===== config.mk =====
export PLATFORM = sky130hd
export DESIGN_NAME = cp0_exc_ctrl
export DESIGN_NICKNAME = d
export VERILOG_FILES = /design/src/rtl/cp0_pkg.sv /design/src/rtl/cp0_req_gen.sv /design/src/rtl/cp0_exc_ctrl.sv
export SDC_FILE = /design/constraint.sdc
export NUM_CORES = 1
export LEC_CHECK = 0
export CORE_MARGIN = 3
export CORE_UTILIZATION = 41
export CTS_CLUSTER_SIZE = 20
export DETAILED_ROUTE_END_ITERATION = 8
export HOLD_SLACK_MARGIN = 0.05
export MAX_ROUTING_LAYER = met4
export PLACE_DENSITY = 0.83
export SLEW_MARGIN = 20
export SYNTH_ARGS = -nofsm -noshare
export SYNTH_HDL_FRONTEND = slang
export SYNTH_SLANG_ARGS = --single-unit

===== constraint.sdc =====
create_clock -name clk -period 3.37 [get_ports clk]
set_input_delay 0.674 -clock clk [delete_from_list [all_inputs] [get_ports clk]]
set_output_delay 0.674 -clock clk [all_outputs]
set_load 0.1 [all_outputs]

===== src/rtl/cp0_pkg.sv =====
// rtl/cp0_pkg.sv - CP0 register indices, field positions and exception codes
package cp0_pkg;

  typedef enum logic [4:0] {
    CP0_SR    = 5'd12,
    CP0_CAUSE = 5'd13,
    CP0_EPC   = 5'd14,
    CP0_PRID  = 5'd15
  } cp0_reg_e;

  typedef enum logic [4:0] {
    EXC_INT     = 5'd0,
    EXC_ADEL    = 5'd4,
    EXC_ADES    = 5'd5,
    EXC_SYSCALL = 5'd8,
    EXC_RI      = 5'd10,
    EXC_OV      = 5'd12
  } exc_code_e;

  localparam int SR_IM_HI     = 15;
  localparam int SR_IM_LO     = 10;
  localparam int SR_EXL       = 1;
  localparam int SR_IE        = 0;
  localparam int CAUSE_BD     = 31;
  localparam int CAUSE_IP_HI  = 15;
  localparam int CAUSE_IP_LO  = 10;
  localparam int CAUSE_EXC_HI = 6;
  localparam int CAUSE_EXC_LO = 2;

  localparam logic [31:0] PRID_DEFAULT = 32'h1234_5678;
  localparam logic [31:0] EXC_ENTRY    = 32'h0000_4180;

  function automatic logic [31:0] word_align(input logic [31:0] addr);
    return addr & 32'hFFFF_FFFC;
  endfunction

endpackage


===== src/rtl/cp0_req_gen.sv =====
// rtl/cp0_req_gen.sv - combinational exception/interrupt request and code selection
module cp0_req_gen
  import cp0_pkg::*;
(
  input  logic [5:0] i_hw_int,
  input  logic [5:0] i_im,
  input  logic       i_ie,
  input  logic       i_exl,
  input  logic [4:0] i_exc_code,
  output logic       o_req,
  output logic [4:0] o_code
);

  logic w_int_req;
  logic w_exc_req;

  assign w_int_req = (|(i_hw_int & i_im)) & i_ie & ~i_exl;
  assign w_exc_req = (i_exc_code != EXC_INT) & ~i_exl;

  // Interrupts win over a concurrent synchronous exception.
  assign o_req  = w_int_req | w_exc_req;
  assign o_code = w_int_req ? EXC_INT : i_exc_code;

endmodule


===== src/rtl/cp0_exc_ctrl.sv =====
// rtl/cp0_exc_ctrl.sv - CP0 SR/Cause/EPC/PRId, exception request and eret target at the M stage
module cp0_exc_ctrl
  import cp0_pkg::*;
#(
  parameter logic [31:0] PRID_VAL = PRID_DEFAULT
) (
  input  logic        clk,
  input  logic        reset,
  input  logic        en,
  input  logic [4:0]  CP0Addr,
  input  logic [31:0] CP0In,
  input  logic [31:0] M_pc,
  input  logic        M_BD,
  input  logic [4:0]  M_ExcCode,
  input  logic [5:0]  HWInt,
  input  logic        EXLClr,
  output logic [31:0] CP0Out,
  output logic [31:0] EPCOut,
  output logic        Req
);

  logic [5:0]  r_sr_im;
  logic        r_sr_exl;
  logic        r_sr_ie;
  logic        r_cause_bd;
  logic [5:0]  r_cause_ip;
  logic [4:0]  r_cause_exc;
  logic [31:0] r_epc;

  logic        w_req;
  logic [4:0]  w_code;
  logic [31:0] w_pc_al;
  logic [31:0] w_in_al;
  logic [31:0] w_sr;
  logic [31:0] w_cause;
  logic        w_wr_sr;
  logic        w_wr_epc;

  cp0_req_gen u_req_gen (
    .i_hw_int   (HWInt),
    .i_im       (r_sr_im),
    .i_ie       (r_sr_ie),
    .i_exl      (r_sr_exl),
    .i_exc_code (M_ExcCode),
    .o_req      (w_req),
    .o_code     (w_code)
  );

  assign w_pc_al  = word_align(M_pc);
  assign w_in_al  = word_align(CP0In);
  assign w_wr_sr  = en & (CP0Addr == CP0_SR);
  assign w_wr_epc = en & (CP0Addr == CP0_EPC);

  always_ff @(posedge clk or posedge reset) begin
    if (reset) begin
      r_sr_im     <= '0;
      r_sr_exl    <= 1'b0;
      r_sr_ie     <= 1'b0;
      r_cause_bd  <= 1'b0;
      r_cause_ip  <= '0;
      r_cause_exc <= '0;
      r_epc       <= '0;
    end else begin
      r_cause_ip <= HWInt;
      if (w_req) begin
        r_sr_exl    <= 1'b1;
        r_cause_bd  <= M_BD;
        r_cause_exc <= w_code;
        // A delay-slot victim restarts at its branch.
        r_epc       <= M_BD ? (w_pc_al - 32'd4) : w_pc_al;
      end else begin
        if (w_wr_sr) begin
          r_sr_im  <= CP0In[SR_IM_HI:SR_IM_LO];
          r_sr_exl <= CP0In[SR_EXL];
          r_sr_ie  <= CP0In[SR_IE];
        end else if (w_wr_epc) begin
          r_epc <= w_in_al;
        end
        if (EXLClr) begin
          r_sr_exl <= 1'b0;
        end
      end
    end
  end

  always_comb begin
    w_sr                          = '0;
    w_sr[SR_IM_HI:SR_IM_LO]       = r_sr_im;
    w_sr[SR_EXL]                  = r_sr_exl;
    w_sr[SR_IE]                   = r_sr_ie;
    w_cause                       = '0;
    w_cause[CAUSE_BD]             = r_cause_bd;
    w_cause[CAUSE_IP_HI:CAUSE_IP_LO]   = r_cause_ip;
    w_cause[CAUSE_EXC_HI:CAUSE_EXC_LO] = r_cause_exc;
  end

  always_comb begin
    CP0Out = '0;
    case (CP0Addr)
      CP0_SR:    CP0Out = w_sr;
      CP0_CAUSE: CP0Out = w_cause;
      CP0_EPC:   CP0Out = r_epc;
      CP0_PRID:  CP0Out = PRID_VAL;
      default:   CP0Out = '0;
    endcase
  end

  // Bypass lets an mtc0 EPC directly ahead of eret steer the redirect.
  assign Req    = w_req & ~reset;
  assign EPCOut = reset ? 32'd0 : ((w_wr_epc & ~w_req) ? w_in_al : r_epc);

endmodule


## Word-level counts from Yosys, hierarchy flattened

Cells that the tools add are included.

| word-level totals | value |
|---|---|
| register bits after elaboration | 52 |
| bits in latches | 0 |
| bits in writable memories | 0 |
| bits in read-only memories | 0 |
| input port bits | 85 |
| logic and storage cells | 42 |
| memories | 0 |

| cells by class | value |
|---|---|
| $add $sub $neg | 1 |
| multiply operators | 0 |
| divide/modulo/power cells | 0 |
| $lt $le $gt $ge | 0 |
| eq/ne operators | 5 |
| shift-type cells | 0 |
| mux-type cells | 11 |
| bitwise gates (word level) | 12 |
| reduce and logical (&&, ||, !) cells | 6 |

Operators by type and width:

| cell | count |
|---|---|
| 32-bit two-way mux | 6 |
| 32-bit one-hot mux with 4 select lines | 1 |
| 32-bit by 3-bit subtractor with 32-bit output, second input constant | 1 |
| 5-bit by 4-bit equality test with 1-bit output, second input constant | 4 |
| 1-bit bitwise AND | 7 |
| 6-bit bitwise AND | 1 |
| 6-bit OR reduction | 1 |
| 5-bit two-way mux | 1 |
| 5-bit nonzero test | 1 |
| 2-bit AND reduction | 2 |
| 1-bit two-way mux | 3 |
| 1-bit inverter | 3 |
| 3-bit nonzero test | 1 |
| 2-bit inequality test, second input constant | 1 |
| 2-bit nonzero test | 1 |
| 1-bit OR | 1 |

## Depth between registers and ports, before layout

| logic depth | value |
|---|---|
| word-level depth | 9 |
| gate-level depth with buffers | 7 |
| mapped depth without buffers | 6 |

## Modules after synthesis

Synthesis repeated with hierarchy kept, for this count alone.

| second synthesis, totals | value |
|---|---|
| cell total of the unflattened synthesis | 472 |
| area total of the unflattened synthesis | 3,753.6 um^2 |

Modules (own cells, without submodules):

| module | times used | cells each | area each (um^2) | sequential area each (um^2) |
|---|---|---|---|---|
| cp0_exc_ctrl | 1 | 459 | 3,651.0 | 1,251.2 |
| cp0_req_gen | 1 | 13 | 102.6 | 0.0 |

## Least setup slack after synthesis

No wires, ideal clock.

| timing | value |
|---|---|
| path type | input port to output port |
| start | in reset |
| end | out EPCOut[23] |
| arrival time | 4,089 ps |
| setup slack | -1,393 ps |
| cell stages on the path | 4 |
| buffers on the path | 1 |
| path through | clkinv_1 > clkbuf_1 > nand2_1 > mux2i_1 |

| on the way | value |
|---|---|
| cells in the longest elaborated chain, start to end | 1 |

RTL lines:

| element | line | source |
|---|---|---|
| start, declared | cp0_exc_ctrl.sv:8 | `input logic reset,` |
| 32-bit two-way mux | cp0_exc_ctrl.sv:110 | `assign EPCOut = reset ? 32'd0 : ((w_wr_epc & ~w_req) ? w_in_al : r_epc);` |
| end, declared | cp0_exc_ctrl.sv:18 | `output logic [31:0] EPCOut,` |

Every way passes these cells.

## Final worst setup path

| timing | value |
|---|---|
| start | in HWInt[5] |
| end | out EPCOut[4] |

| on the way | value |
|---|---|
| cells in the longest elaborated chain, start to end | 9 |

RTL lines:

| element | line | source |
|---|---|---|
| start, declared | cp0_exc_ctrl.sv:15 | `input logic [5:0] HWInt,` |
| 6-bit bitwise AND | cp0_req_gen.sv:17 | `assign w_int_req = (\|(i_hw_int & i_im)) & i_ie & ~i_exl;` |
| 6-bit OR reduction | cp0_req_gen.sv:17 |  |
| 1-bit bitwise AND (2 in a row) | cp0_req_gen.sv:17 |  |
| 1-bit OR | cp0_req_gen.sv:21 | `assign o_req = w_int_req \| w_exc_req;` |
| 1-bit inverter (no line) | n/a |  |
| 1-bit bitwise AND | cp0_exc_ctrl.sv:110 |  |
| 32-bit two-way mux (2 in a row) | cp0_exc_ctrl.sv:110 |  |

Every way passes these cells.

==> results.yml <==
sta:
  worst_hold_slack_across_all_endpoints_ps: 498
  finalCritPeriodShare: 0.978
  achievable-frequency_ghz: 0.303
  report.final.setup_viol: 0
  period_minus_slack_ps: 3300
  maxSlewViolCount: 0
  tightest_slew_ps: 571
  fin_skew_ps: 18.8
  max-slew-margin-rel: 0.618
  totalNegativeSetupSlack_ps: 0
  hold_viol: 0
setup_path:
  critPathCaptureType: "output pin"
  path_delay_family: "buffers and inverters"
  timing.critical_path.required_ps: 2700
  cp_peak_stage_delay_ps: 490
  worst-endpoint-arrival_ps: 2620
  timing.reg2reg.setup_slack_ps: 1340
  critical_path.most_common_cell: "sky130_fd_sc_hd__buf_12"
  timing.setup.critical_path_class: "in -> out"
  timing.critical_path.slowest_stage_cell: "sky130_fd_sc_hd__clkdlybuf4s50_1"
  crit_fanout: 6
  crit_path_start_kind: "primary input"
  cp_cell_sequence: "clkdlybuf4s50_1, a22oi_1, a31oi_2, a2bb2oi_4, buf_4, buf_12, mux2i_4, buf_12"
  critical_path_buf_inv_count: 4
final_layout:
  utilization: 0.741
  most_frequent_cells_in_the_layout: "sky130_fd_sc_hd__clkdlybuf4s50_1 (82), sky130_fd_sc_hd__buf_12 (70), sky130_fd_sc_hd__nand2_1 (67)"
  layout_cells_sized_above_1: 0.268
  fillCellCount: 591
  layout.cells.most_common: "sky130_fd_sc_hd__clkdlybuf4s50_1"
  post_layout_nets: 700
  layout-area-overhead-vs-synth_pct: 73.8
routing:
  wl_per_cell_um: 19.5
  drt_iter0_markers: 314
  vias: 4340
  wirelength_mm: 14.5
  detailedRoute.firstPassIterationCount: 5
  post-route-drc-count: 0
  detail-route-antenna-nets: 0
  routed_via_density: 5.83
synth:
  synth-compound-area-share: 0.139
  combinational_family_with_the_most_area_after_synthesis: "simple AND/OR/NAND/NOR gates"
  synth_area_leader_cell: "sky130_fd_sc_hd__dfrtp_1"
  synth_simple_gate_area_frac: 0.284
  per_instance_average_area_after_synthesis_um2: 8.39
  synth.lib_cells_used.distinct: 48
  ys_seq_area_frac: 0.315
  ys_async_sr_fraction: 1.00
  post_synth_edffs: 0
  synth-seq-cells: 50
  yosys.area_share.xor_xnor: 0.0264
  ys_top_cells_by_area: "sky130_fd_sc_hd__dfrtp_1 (31%), sky130_fd_sc_hd__mux2i_1 (15%), sky130_fd_sc_hd__nand2_1 (6.3%)"
  netlist_instances: 474
  synth.area.mux_share: 0.182
  synth_adder_area_share: 0.00315
  netlist_area_um2: 3980
  synth-warning-count: 0
  postSynth.topFlopCell: "sky130_fd_sc_hd__dfrtp_1"
  synth.top_cell.area_share: 0.315
grt:
  global_routing_usage_summed_across_all_routing_layers: 0.268
  grt_util_met1: 0.329
  met2_track_demand_over_resource: 0.445
  grt_start_max_net_pins: 46
  first_global_vias: 4349
  grt_pass1_wl_mm: 22.9
  global_route.overflow_total: 0
  met3_usage: 0.0329
  number_of_antenna_violations_at_the_first_check_in_global_routing: 1
  grt.busiest_layer: "met2"
clocking:
  clockRootBuffer: "sky130_fd_sc_hd__clkbuf_8"
  cts.sink_count: 50
  h-tree-depth: 2
  holdBufCountCts: 0
  tritoncts.num_buffers: 5
  cts_tree: "done"
  worstSkewPairLatency_ps: 310
  cts_buffer_depth: 2
  clk_transition_reported_paths_ps: 90
worst_hold_path:
  hold_class: "reg -> reg"
floorplan:
  design.core.area_um2: 9330
  die_footprint_um2: 10900
  die_y_um: 104
  io_pins: 150
  die_w_um: 104
  placement_rows: 35
  floorplan.initialDensity: 0.426
outcome:
  outcome: "completed"
power:
  power.ir.vdd_worst_uv: 310
  power.leakage_nw: 2.79
  power.density_cell_area_nw_per_um2: 616
placed_design:
  dp_hpwl_mm: 11.6
  port-buffer-count: 145
  routabilityCongestion: 0.893
run:
  max-cap-violations: 0
-- layout make-up --
cell class / count / area, µm² / share of cell area
clock inverters: 3 / 43.8 / 0.00634
inverters: 4 / 16.3 / 0.00235
diodes: 1 / 2.50 / 0.000362
multi-input cells: 377 / 2960 / 0.429
flip-flops and latches: 50 / 1250 / 0.181
clock buffers: 5 / 68.8 / 0.00996
well taps: 129 / 161 / 0.0234
repair buffers: 176 / 2400 / 0.348
-- worst reg2reg max path, delay by kind of cell, from the launching register on --
family	cells	cell delay (ps)
DFF	1	410
and+or+nand+nor	1	220
AOI/OAI and AO/OA	2	490
buffers and inverters	2	440
muxes	1	340
-- cells by family after synthesis --
family,Yosys count
other,1
DFF,50
and+or+nand+nor,210
buffers and inverters,48
muxes,71
xor gates and xnor gates,12
adders and majority gates,1
AOI/OAI and AO/OA,81
-- per-layer routing --
layer / share of wire / up-vias / routed length [µm]
li1: - / 2017 / -
met1: 0.40 / 2080 / 5870
met2: 0.49 / 195 / 7170
met3: 0.057 / 48 / 832
met4: 0.044 / 0 / 638
met5: 0 / - / 0
-- through the flow --
stage / power, W / cell area, µm² / setup WS [ps] / cells
3_5_place_dp: 0.00379 / 6780 / -27.6 / 735
3_3_place_gp: 0.00372 / 6780 / 41.8 / 735
6_report: 0.00426 / 6910 / 72.9 / 745
2_1_floorplan: 0.00279 / 4390 / -69.9 / 475
4_1_cts: 0.00424 / 6900 / 24.6 / 743
5_1_grt: 0.00443 / 6910 / -2.25 / 745
-- synthesized netlist by cell type, types with 2 or more instances --
cell type	n
sky130_fd_sc_hd__a21boi_0	17
sky130_fd_sc_hd__a21o_1	5
sky130_fd_sc_hd__a21oi_1	8
sky130_fd_sc_hd__a22oi_1	5
sky130_fd_sc_hd__a31oi_1	18
sky130_fd_sc_hd__and3_1	31
sky130_fd_sc_hd__and3b_1	2
sky130_fd_sc_hd__buf_1	8
sky130_fd_sc_hd__buf_2	2
sky130_fd_sc_hd__buf_4	2
sky130_fd_sc_hd__clkbuf_1	31
sky130_fd_sc_hd__dfrtp_1	50
sky130_fd_sc_hd__inv_1	3
sky130_fd_sc_hd__mux2_2	11
sky130_fd_sc_hd__mux2i_1	60
sky130_fd_sc_hd__nand2_1	67
sky130_fd_sc_hd__nand3_1	2
sky130_fd_sc_hd__nand4_1	2
sky130_fd_sc_hd__nor2_1	29
sky130_fd_sc_hd__nor2b_1	2
sky130_fd_sc_hd__nor3_1	7
sky130_fd_sc_hd__nor3b_1	5
sky130_fd_sc_hd__nor4_1	20
sky130_fd_sc_hd__o21ai_0	6
sky130_fd_sc_hd__o21ai_1	5
sky130_fd_sc_hd__o221a_2	3
sky130_fd_sc_hd__o31ai_1	10
sky130_fd_sc_hd__o41ai_1	2
sky130_fd_sc_hd__or2_1	2
sky130_fd_sc_hd__or2_2	3
sky130_fd_sc_hd__or3_1	13
sky130_fd_sc_hd__or4_1	15
sky130_fd_sc_hd__or4_4	2
sky130_fd_sc_hd__or4b_1	2
sky130_fd_sc_hd__xnor2_1	8
sky130_fd_sc_hd__xor2_1	4
-- final timing paths --
| path | end | cells past startpoint | start |
|---|---|---|---|
| min in group asynchronous | r_epc[3] | 2 | reset |
| worst max register to register | r_sr_im[4] | 6 | r_sr_im[1] |
| worst max-delay path | EPCOut[4] | 8 | HWInt[5] |
| worst min register to register | r_cause_exc[1] | 1 | r_cause_exc[1] |
| worst min-delay path | r_cause_exc[1] | 1 | r_cause_exc[1] |
| max in group asynchronous | r_epc[23] | 4 | reset |
-- sequential cells by signal, summed over array words and instances (netlist names) --
register     flops
r_epc           30
r_cause_ip       6
r_sr_im          6
r_cause_bd       1
r_cause_exc      5
r_sr_ie          1
r_sr_exl         1
-- power by group --
group / switching (W) / internal, W
logic: 0.00166 / 0.00106
registers: 0.000248 / 0.000850
clock network: 0.000210 / 0.000223
total: 0.00212 / 0.00214
-- timing repair --
item / 4_1_cts / 5_1_grt
buffers inserted: 0 / 1
endpoints found under the setup margin: 28 / 20
pin swaps: 0 / 1
resized for setup: 1 / 1
No activity file was read; power rests on OpenSTA's default activity.
